`src/rtl/phase_sel_pkg.sv`:
```
// phase_sel_pkg: shared types and helpers for phase_sel_match_fsm.
//   state_e    : FSM state encoding (3-bit)
//   HOLD_CNT_W : width of the hold_cnt output port
//   is_onehot  : exactly-one-bit-set test on a select value zero-extended to 8 bits
package phase_sel_pkg;

  typedef enum logic [2:0] {
    IDLE  = 3'd0,
    ARMED = 3'd1,
    CHECK = 3'd2,
    MATCH = 3'd3,
    FAIL  = 3'd4
  } state_e;

  localparam int HOLD_CNT_W = 4;

  // Selects are at most 8 bits wide, so callers zero-extend into this function.
  function automatic logic is_onehot(input logic [7:0] v);
    return (v != 8'd0) && ((v & (v - 8'd1)) == 8'd0);
  endfunction

endpackage

```
`src/rtl/phase_sel_lane.sv`:
```
// phase_sel_lane: per-channel pass test.
//   i_sel  : registered one-hot phase select
//   i_ch   : registered channel field
//   o_pass : 1 when the selected phase bit of the channel is set
module phase_sel_lane #(
  parameter int PHASES = 3
) (
  input  logic [PHASES-1:0] i_sel,
  input  logic [PHASES-1:0] i_ch,
  output logic              o_pass
);

  assign o_pass = |(i_sel & i_ch);

endmodule

```
`src/rtl/phase_sel_match_fsm.sv`:
```
// phase_sel_match_fsm: registers the channel status fields and the one-hot
// phase select, reduces them to an all-pass flag, and qualifies that flag
// over HOLD consecutive samples to produce a match or fail verdict.
//
// Ports:
//   CK, RN    : clock (rising edge), asynchronous active-low reset
//   en        : global enable, low forces IDLE and clears the verdict
//   arm       : start request (ignored outside IDLE)
//   clr       : synchronous verdict clear / abort
//   sel       : one-hot phase select (PHASES bits)
//   ch_bits   : channel fields, channel i at [i*PHASES +: PHASES]
//   busy      : FSM in ARMED or CHECK
//   match_o   : HOLD consecutive all-pass samples seen
//   fail_o    : a failing sample was seen
//   sel_err   : sticky, an illegal (not one-hot) select was sampled in CHECK
//   hold_cnt  : consecutive all-pass count, zero-extended to 4 bits
//   fail_idx  : (PHASE_SEL_FAIL_CAPTURE_EN only) lowest failing channel index
//
// Optional feature macro: PHASE_SEL_FAIL_CAPTURE_EN adds the fail_idx capture.
module phase_sel_match_fsm
  import phase_sel_pkg::*;
#(
  parameter int NUM_CH = 8,
  parameter int PHASES = 3,
  parameter int HOLD   = 4,
  localparam int IDX_W = (NUM_CH > 1) ? $clog2(NUM_CH) : 1
) (
  input  logic                     CK,
  input  logic                     RN,
  input  logic                     en,
  input  logic                     arm,
  input  logic                     clr,
  input  logic [PHASES-1:0]        sel,
  input  logic [NUM_CH*PHASES-1:0] ch_bits,
  output logic                     busy,
  output logic                     match_o,
  output logic                     fail_o,
  output logic                     sel_err,
  output logic [HOLD_CNT_W-1:0]    hold_cnt
`ifdef PHASE_SEL_FAIL_CAPTURE_EN
  ,
  output logic [IDX_W-1:0]         fail_idx
`endif
);

  // Stage 1: unconditional input capture.
  logic [PHASES-1:0]        r_sel_q;
  logic [NUM_CH*PHASES-1:0] r_ch_q;

  always_ff @(posedge CK or negedge RN) begin
    if (!RN) begin
      r_sel_q <= '0;
      r_ch_q  <= '0;
    end else begin
      r_sel_q <= sel;
      r_ch_q  <= ch_bits;
    end
  end

  // Stage 2: per-lane pass, all-pass reduction, select legality.
  logic [NUM_CH-1:0] w_pass;
  logic              w_all_pass;
  logic              w_onehot;

  for (genvar gi = 0; gi < NUM_CH; gi++) begin : g_lane
    phase_sel_lane #(.PHASES(PHASES)) u_lane (
      .i_sel  (r_sel_q),
      .i_ch   (r_ch_q[gi*PHASES +: PHASES]),
      .o_pass (w_pass[gi])
    );
  end

  assign w_all_pass = &w_pass;
  assign w_onehot   = is_onehot(8'(r_sel_q));

  // FSM and verdict registers.
  state_e                r_state, w_state_nxt;
  logic                  r_match, w_match_nxt;
  logic                  r_fail,  w_fail_nxt;
  logic                  r_sel_err, w_sel_err_nxt;
  logic [HOLD_CNT_W-1:0] r_hold_cnt, w_hold_cnt_nxt;
  logic [HOLD_CNT_W-1:0] w_cnt_inc;

  assign w_cnt_inc = r_hold_cnt + HOLD_CNT_W'(1);

`ifdef PHASE_SEL_FAIL_CAPTURE_EN
  logic [IDX_W-1:0] r_fail_idx, w_fail_idx_nxt, w_first_fail;

  // Scan downward so the lowest failing index is the last one written.
  always_comb begin
    w_first_fail = '0;
    for (int i = NUM_CH - 1; i >= 0; i--) begin
      if (!w_pass[i]) w_first_fail = IDX_W'(i);
    end
  end
`endif

  always_comb begin
    w_state_nxt    = r_state;
    w_match_nxt    = r_match;
    w_fail_nxt     = r_fail;
    w_sel_err_nxt  = r_sel_err;
    w_hold_cnt_nxt = r_hold_cnt;
`ifdef PHASE_SEL_FAIL_CAPTURE_EN
    w_fail_idx_nxt = r_fail_idx;
`endif
    if (!en || clr) begin
      // Disable and clear share the same teardown; only clr from IDLE
      // also drops the sticky select error.
      w_state_nxt    = IDLE;
      w_match_nxt    = 1'b0;
      w_fail_nxt     = 1'b0;
      w_hold_cnt_nxt = '0;
`ifdef PHASE_SEL_FAIL_CAPTURE_EN
      w_fail_idx_nxt = '0;
`endif
      if (en && r_state == IDLE) w_sel_err_nxt = 1'b0;
    end else begin
      unique case (r_state)
        IDLE: begin
          if (arm) begin
            w_state_nxt    = ARMED;
            w_hold_cnt_nxt = '0;
          end
        end
        ARMED: w_state_nxt = CHECK;
        CHECK: begin
          if (!w_onehot) begin
            w_sel_err_nxt = 1'b1;
          end else if (w_all_pass) begin
            w_hold_cnt_nxt = w_cnt_inc;
            // Count never exceeds HOLD: reaching it leaves CHECK.
            if (w_cnt_inc == HOLD_CNT_W'(HOLD)) begin
              w_state_nxt = MATCH;
              w_match_nxt = 1'b1;
            end
          end else begin
            w_state_nxt    = FAIL;
            w_fail_nxt     = 1'b1;
            w_hold_cnt_nxt = '0;
`ifdef PHASE_SEL_FAIL_CAPTURE_EN
            w_fail_idx_nxt = w_first_fail;
`endif
          end
        end
        MATCH, FAIL: ;
        default: w_state_nxt = IDLE;
      endcase
    end
  end

  always_ff @(posedge CK or negedge RN) begin
    if (!RN) begin
      r_state    <= IDLE;
      r_match    <= 1'b0;
      r_fail     <= 1'b0;
      r_sel_err  <= 1'b0;
      r_hold_cnt <= '0;
`ifdef PHASE_SEL_FAIL_CAPTURE_EN
      r_fail_idx <= '0;
`endif
    end else begin
      r_state    <= w_state_nxt;
      r_match    <= w_match_nxt;
      r_fail     <= w_fail_nxt;
      r_sel_err  <= w_sel_err_nxt;
      r_hold_cnt <= w_hold_cnt_nxt;
`ifdef PHASE_SEL_FAIL_CAPTURE_EN
      r_fail_idx <= w_fail_idx_nxt;
`endif
    end
  end

  assign busy     = (r_state == ARMED) || (r_state == CHECK);
  assign match_o  = r_match;
  assign fail_o   = r_fail;
  assign sel_err  = r_sel_err;
  assign hold_cnt = r_hold_cnt;
`ifdef PHASE_SEL_FAIL_CAPTURE_EN
  assign fail_idx = r_fail_idx;
`endif

endmodule

```
`config.mk`:
```
export PLATFORM = sky130hd
export DESIGN_NAME = phase_sel_match_fsm
export DESIGN_NICKNAME = d
export VERILOG_FILES = /design/src/rtl/phase_sel_pkg.sv /design/src/rtl/phase_sel_lane.sv /design/src/rtl/phase_sel_match_fsm.sv
export SDC_FILE = /design/constraint.sdc
export NUM_CORES = 1
export LEC_CHECK = 0
export ABC_AREA = 1
export CAP_MARGIN = 10
export CORE_MARGIN = 1.5
export CORE_UTILIZATION = 33
export CTS_CLUSTER_DIAMETER = 200
export CTS_CLUSTER_SIZE = 30
export DETAILED_ROUTE_END_ITERATION = 10
export SYNTH_ARGS = -nofsm -noshare
export SYNTH_HDL_FRONTEND = slang
export SYNTH_HIERARCHICAL = 1
export SYNTH_SLANG_ARGS = --single-unit
```
`constraint.sdc`:
```
create_clock -name CK -period 1.3 [get_ports CK]
set_clock_uncertainty 0.05 [all_clocks]
set_input_delay 0.325 -clock CK [delete_from_list [all_inputs] [get_ports CK]]
set_output_delay 0.325 -clock CK [all_outputs]
set_load 0.05 [all_outputs]
```
==> results.py, run 1 <==
metrics = {
    "cells_and_area": {
        "seq_area_um2": 937,
        "fin_nets": 281,
        "syn_to_final_growth_pct": 75.2,
        "final_util_pct": 61.3,
        "layout-drive-gt1-share_pct": 47.6,
        "diodes": 0,
        "design_area_um2": 2720,
        "nFillCells": 366,
        "multi_input_area_um2": 739,
    },
    "setup_path": {
        "crit_type": "reg2out",
        "crit_path_start_kind": "register",
        "max_stage_delay_ns": 0.42,
        "crit_buf_inv": 1,
        "required_ns": 0.93,
        "cp_cell_sequence": "nor2_1, nand2_1, nand2_2, buf_12",
        "worst_ep_arrival_time_ns": 1.20,
        "cp_max_fo": 4,
        "crit_family": "flip-flops",
        "crit_slowest_cell": "dfrtp_1",
        "critPathCaptureType": "primary output",
    },
    "clocking": {
        "clock_sinks": 37,
        "ctsLongestPathBuffers": 2,
        "clk_pin_slew_ns": 0.07,
        "root_buffer": "clkbuf_8",
        "htree_num_levels": 2,
        "cts_hold_buf": 0,
        "cts_inserted_buffers": 5,
        "clk_latency_ns": 0.29,
        "cts_tree": "yes",
    },
    "timing": {
        "worst_slew_pin_slew_ns": 0.237,
        "fmax_ghz": 0.636,
        "slew_headroom_pct": 84.1,
        "slew_viol_final": 0,
        "final-setup-viol-count": 14,
        "setup_slack_ns": -0.273,
        "min_period_ns": 1.57,
        "fin_crit_sh_pct": 121,
        "rsz0062_at_grt": "true",
        "hold_viol": 0,
    },
    "floorplanning": {
        "pin_count": 40,
        "dieArea_um2": 5130,
        "start_util_pct": 35.0,
        "die_w_um": 71.6,
        "die_h_um": 71.6,
        "core.rowCount": 24,
        "core_region_area_um2": 4440,
    },
    "power": {
        "powerDensity_nw_per_um2": 966,
        "p_leak_uw": 0.00125,
        "worst_ir_drop_vdd_mv": 0.819,
    },
    "placed_design": {
        "port-buffer-count": 39,
        "hpwl_um": 2190,
        "placed_area_um2": 2240,
        "gp_congestion": 0.803,
    },
    "status": {
        "status": "complete, but fails checks",
        "violations": "negative setup slack",
    },
    "synthesis": {
        "avgSynthCellArea_um2": 9.48,
        "synth_top_area_share_pct": 59.6,
        "synth_cells": 164,
        "yosysMostFrequentCell": "nand2_1",
        "synth_area_leaders": "dfrtp_1, nand2_1, nand3_1",
        "synth_edf_count": 0,
        "postSynth.asyncResetShare_pct": 100,
        "synth_top_cell_by_area": "dfrtp_1",
        "synth-seq-cells": 37,
        "synthesis.nets": 198,
        "synth_cell_types": 21,
        "synth_area_um2": 1550,
        "yosysSeqAreaShare_pct": 59.6,
        "synth_top_flop_cell": "dfrtp_1",
        "synth_commonest_cells": "nand2_1, dfrtp_1, nand3_1, inv_1, nor2_1",
        "yosys_warnings": 6,
    },
    "drt": {
        "postRouteAntennaNets": 0,
        "drt-pass1-iter-count": 6,
        "finalWirelength_um": 3480,
        "route.vias.total": 1369,
        "viasPerCell": 4.56,
        "wl_per_cell_um": 11.6,
        "wl_met2_um": 1850,
        "drtIter0Drc": 49,
        "highest_layer": "met4",
        "drt-met1-wl_um": 1430,
        "drc": 0,
        "dr_wl_met3_um": 165,
    },
    "hold_path": {
        "min_path_type": "in2async",
    },
    "grt": {
        "grt_antenna_before_repair": 0,
        "grt_max_degree": 38,
        "grt_pass1_wl_um": 5760,
        "grt_usage_pct": 14.7,
        "grt_overflow": 0,
        "first_global_vias": 1310,
    },
    "flow_run": {
        "cap_viol_max_count": 0,
    },
}
[through the flow]
| stage | hold WS [ns] | setup TNS [ns] | setup WS [ns] | power (µW) | std cells |
|---|---|---|---|---|---|
| after floorplan | -0.0206 | -0.454 | -0.131 | 1370 | 164 |
| after global placement | 0.487 | -3.50 | -0.441 | 1560 | 269 |
| after detailed placement | 0.497 | -3.62 | -0.439 | 1560 | 269 |
| after CTS | 0.354 | -1.82 | -0.216 | 2630 | 299 |
| after global routing | 0.372 | -2.97 | -0.311 | 2750 | 300 |
| final | 0.352 | -2.04 | -0.273 | 2630 | 300 |
[final cells by class]
class,count,share of cell area (%)
sequential,37,34.4
timing repair buffer,78,30.4
multi-input combinational,114,27.2
clock buffer,6,2.67
tap,52,2.39
inverter,11,1.52
clock inverter,2,1.42
[routing by layer]
metal	up-vias	global-route usage, %
li1	687	-
met1	642	18.0
met2	36	24.3
met3	4	4.50
met4	0	6.29
met5	-	0
[logic make-up (layout without fill, tap and decap cells)]
family	count (synthesis)	after routing	synth area share (%)
xor gates and xnor gates	1	1	0.564
DFF	37	37	59.6
buffers and inverters	13	97	4.11
adders and majority gates	2	2	1.61
AOI/OAI and AO/OA	10	10	3.62
and+or+nand+nor	101	101	30.5
[worst paths after layout]
kind                             startpoint          to  slack [ns]  cells past startpoint
worst max-delay path             r_state[2]        busy       -0.27                      4
worst min-delay path                     RN  r_ch_q[16]        0.35                      2
worst max register to register   r_sel_q[1]  r_state[0]       -0.22                     11
worst min register to register       fail_o      fail_o        0.50                      2
max in group asynchronous                RN  r_state[0]        0.65                      2
min in group CK                 ch_bits[16]  r_ch_q[16]        0.42                      1
[registers in the layout (all words and copies together), names as in the netlist]
name,flops
r_ch_q,24
hold_cnt,4
r_sel_q,3
r_state,3
fail_o,1
match_o,1
sel_err,1
[what timing repair did]
item	CTS	global route
buffers inserted	22	1
gates cloned	0	0
pin swaps	29	17
resized for setup	49	18
endpoints found under the setup margin	14	15
[placed cells by master, fill, tap and decap left out, types with 2 or more instances in the layout]
cell type and count:
nor2_4 6, nor2_1 6, nand3_2 11, inv_2 6
o21ai_1 5, nand3_1 6, dfrtp_1 28, nand4_1 3
nand2_4 3, buf_6 14, dfrtp_2 9, inv_1 5
nand2_1 40, clkdlybuf4s50_1 31, buf_4 24, nand2_2 22
buf_12 9, a21oi_1 2, nand3_4 2, clkbuf_8 5
[where the power goes]
part / leakage, µW / internal (µW) / switching [µW]
logic: 0.000757 / 235 / 194
clock network: 0.0000554 / 575 / 401
registers: 0.000441 / 1200 / 25.2
Power figures use the tool's default switching activity.
==> run 2: changes to the inputs <==
CORE_MARGIN = 5   (was 1.5)
CTS_BUF_LIST = sky130_fd_sc_hd__clkbuf_8   (was default)
==> run 2 against run 1 <==
Effect of this change: the flow still finishes with violations (negative setup slack); critical path depth grew 7; worst setup slack gained 0.066 ns; wire length grew 0.37%; sequential share of layout area shrank 0.92 points; maximum frequency grew 4.4%; sequential power is essentially flat; final area grew 2.6%; register-to-register slack is essentially flat; global-route usage shrank 2.6 points; largest power group unchanged.
==> results.py, run 2 (same netlist as run 1, synthesis figures left out) <==
metrics = {
    "status": {
        "status": "complete, but fails checks",
        "violations": "negative setup slack",
    },
    "timing": {
        "rsz0062_at_grt": "true",
        "holdWs_ns": 0.356,
        "final-setup-viol-count": 13,
        "worst_slew_pin_slew_ns": 0.245,
        "setup_tns_ns": -1.94,
        "fmax_ghz": 0.663,
        "min_period_ns": 1.51,
        "fin_crit_sh_pct": 116,
        "setup_slack_ns": -0.208,
        "slew_headroom_pct": 83.5,
        "hold_viol": 0,
        "slew_viol_final": 0,
    },
    "drt": {
        "drt-pass1-iter-count": 4,
        "drt-met1-wl_um": 1400,
        "finalWirelength_um": 3490,
        "route.vias.total": 1345,
        "wl_met2_um": 1850,
        "dr_wl_met3_um": 210,
        "wl_per_cell_um": 11.5,
        "highest_layer": "met4",
        "viasPerCell": 4.44,
        "postRouteAntennaNets": 0,
        "drtIter0Drc": 46,
        "drc": 0,
    },
    "flow_run": {
        "cap_viol_max_count": 0,
    },
    "clocking": {
        "clock_sinks": 37,
        "root_buffer": "clkbuf_8",
        "clk_pin_slew_ns": 0.07,
        "ctsLongestPathBuffers": 2,
        "cts_inserted_buffers": 5,
        "htree_num_levels": 2,
        "cts_hold_buf": 0,
        "clk_latency_ns": 0.28,
        "cts_tree": "yes",
    },
    "floorplanning": {
        "dieArea_um2": 6180,
        "start_util_pct": 33.3,
        "pin_count": 40,
        "core.rowCount": 25,
        "core_region_area_um2": 4660,
        "die_h_um": 78.6,
        "die_w_um": 78.6,
    },
    "setup_path": {
        "cp_max_fo": 5,
        "regToRegStartpoint": "r_sel_q[2]",
        "reg2reg_depth": 11,
        "worst_ep_arrival_time_ns": 1.68,
        "reg2reg_to": "r_state[0]",
        "crit_type": "reg2reg",
        "required_ns": 1.48,
        "r2r_setup_slack_ns": -0.21,
        "critPathCaptureType": "register",
        "crit_path_start_kind": "register",
    },
    "cells_and_area": {
        "diodes": 0,
        "final_cell_mix": "nand2_1, clkdlybuf4s50_1, dfrtp_1",
        "top_register": "r_ch_q",
        "syn_to_final_growth_pct": 79.8,
        "fin_nets": 282,
        "mostFrequentLayoutCell": "nand2_1",
        "final_util_pct": 59.9,
        "nFillCells": 363,
        "multi_input_area_um2": 790,
        "seq_area_um2": 936,
        "largest_reg_flops": 24,
        "layout-drive-gt1-share_pct": 50.6,
    },
    "grt": {
        "grt_pass1_wl_um": 5710,
        "grt_max_degree": 38,
        "grt_antenna_before_repair": 0,
        "grt_usage_pct": 12.1,
        "first_global_vias": 1322,
        "grt_overflow": 0,
    },
    "placed_design": {
        "place_ws_ns": -0.421,
        "gp_congestion": 0.794,
        "hpwl_um": 2280,
        "port-buffer-count": 39,
    },
    "power": {
        "total_power_uw": 2610,
        "p_leak_uw": 0.00129,
        "worst_ir_drop_vdd_mv": 0.744,
        "powerDensity_nw_per_um2": 935,
    },
    "hold_path": {
        "min_path_type": "in2async",
    },
}
[run 2: how the worst max path moves through the flow]
stage,from,end,slack (ns),cells past startpoint
after global placement,clr,r_state[2],-0.41,10
after floorplan,hold_cnt[0],r_state[2],-0.13,8
after CTS,r_state[1],busy,-0.21,4
final,r_sel_q[2],r_state[0],-0.21,11
after detailed placement,clr,r_state[2],-0.42,10
after global routing,r_sel_q[1],r_state[0],-0.32,11
[run 2: power by group]
group	leakage (µW)	internal (µW)	switching [µW]	total, µW
registers	0.000442	1200	27.1	1230
clock network	0.0000595	567	388	955
logic	0.000788	237	193	429
[run 2: final cells by class]
type / count / share of cell area (%)
flip-flops and latches: 37 / 33.5
clock buffers: 5 / 2.46
well taps: 54 / 2.42
inverters: 11 / 1.48
clock inverters: 3 / 1.52
repair buffers: 79 / 30.4
multi-input cells: 114 / 28.3
[run 2: metrics by stage]
stage / instances / instance area [µm²]
4_1_cts: 299 / 2690
3_3_place_gp: 273 / 2260
3_5_place_dp: 273 / 2260
2_1_floorplan: 164 / 1590
6_report: 303 / 2790
5_1_grt: 303 / 2790
[run 2: per-layer routing]
metal / global-route usage (%) / up-vias
met1: 13.9 / 617
met3: 4.01 / 4
li1: - / 688
met2: 20.8 / 36
met4: 4.72 / 0
met5: 0 / -
[run 2: critical path: stages, from the launching register on]
cell and delay, ns:
dfrtp_2 0.39, buf_12 0.13, nand2_1 0.07, nand3_2 0.08, nand2_2 0.06, nor2_4 0.14
nand3_4 0.10, nor2_4 0.15, nand2_4 0.09, nand2_4 0.07, nand2_2 0.05, nand2_1 0.05
[run 2: timing repair]
item	CTS	global route
setup buffers	19	4
gates resized for setup	53	21
pin swaps	29	23
setup endpoints to repair	14	15
==> RTL edit: new RTL, flow settings as in run 1 <==
Re-encode `state_e` (5 states) as Gray code, 3 bits wide.
--- a/src/rtl/phase_sel_pkg.sv
+++ b/src/rtl/phase_sel_pkg.sv
@@ -5,11 +5,11 @@
 package phase_sel_pkg;
 
   typedef enum logic [2:0] {
-    IDLE  = 3'd0,
-    ARMED = 3'd1,
-    CHECK = 3'd2,
-    MATCH = 3'd3,
-    FAIL  = 3'd4
+    IDLE  = 3'b000,
+    ARMED = 3'b001,
+    CHECK = 3'b011,
+    MATCH = 3'b010,
+    FAIL  = 3'b110
   } state_e;
 
   localparam int HOLD_CNT_W = 4;
Function: no difference found for any inputs over 10 cycles, from zero or initial values; not proved beyond that.
==> RTL edit against run 1 <==
The flow still finishes with violations (negative setup slack). Hold slack better by 0.058 ns. Sequential cell count stayed put. Synthesized area is 3.1% lower. Routed wire length is 0.86% higher. Non-clock buffer count is 11 lower. Design area is 1.1% lower. Power is 7.4% lower. Worst setup slack better by 0.060 ns. Global-route usage is 0.63 points higher. Count of clock-buffer cells in the layout is 1 lower. Clock power is 18% lower. Critical path type is now reg -> reg. Largest power group unchanged.
==> RTL edit: results <==
[layout]
drive_gt1_share_pct = 49.4
num-nonclk-inverters = 15
multi_input_area_share_pct = 28.8
clkCellAreaFrac_pct = 3.35
layout.cells.non_filler = 291
n_all_buffers = 67
postLayoutCoreUtil_pct = 61.4
fin_nets = 272
multi_input_comb_cells = 112

[timing]
postLayoutSetupSlackWorst_ns = -0.213
setup-tns-final_ns = -2.05
fin_hold_ws_ns = 0.409
setup_viol = 14
worst_slew_pin_slew_ns = 0.196

[placed_design]
place_ws_ns = -0.477
gp_congestion = 0.863

[critical_path]
cp_top_family = simple AND/OR/NAND/NOR gates
crit_path_top_delay_cell = dfrtp_2

[yosys]
synth_common_cells = nand2_1, dfrtp_1, inv_1, nand3_1, nor2_1
synth_cell_types = 16
synth_area_leaders = dfrtp_1, nand2_1, nand3_1
yosysSeqAreaShare_pct = 61.5

[global_route]
grt_pass1_wl_um = 5930
grt_pass1_vias = 1359
grtUsageTotal_pct = 15.4

[run_status]
outcome = finished with violations
violations = negative setup slack

[power]
ir_drop_v = 0.000578

[clock_network]
ctsResizeCount = 43

[routing]
drt-initial-drc-count = 44
avgRoutedWirePerCell_um = 12.1
vias = 1329
dr.pass1.iters = 4

[hold_path]
holdCritPathClass = in -> reg
[RTL edit: power by group]
part,switching (mW),total [mW],internal [mW]
combinational,0.183,0.405,0.222
sequential,0.0294,1.23,1.20
clock,0.423,0.803,0.380
[RTL edit: final timing paths]
kind / depth (start not counted) / to / start
worst min register to register: 2 / sel_err / sel_err
worst max register to register: 12 / r_state[1] / r_sel_q[0]
max in group asynchronous: 3 / r_sel_q[1] / RN
min in group asynchronous: 3 / hold_cnt[3] / RN
worst min-delay path: 1 / r_sel_q[0] / sel[0]
worst max-delay path: 12 / r_state[1] / r_sel_q[0]
[RTL edit: kinds of logic after synthesis]
kind of cell,after synthesis,synth area share [%]
simple gates,105,31.1
flops,37,61.5
buf+inv,15,3.74
compound gates,5,2.08
fa+ha+maj,2,1.66
[RTL edit: layer usage]
layer | global-route usage, % | vias to the layer above | wire length (um)
li1 | - | 659 | -
met1 | 18.4 | 623 | 1510
met2 | 26.1 | 38 | 1760
met3 | 3.42 | 9 | 155
met4 | 7.97 | 0 | 86
met5 | 0 | - | 0
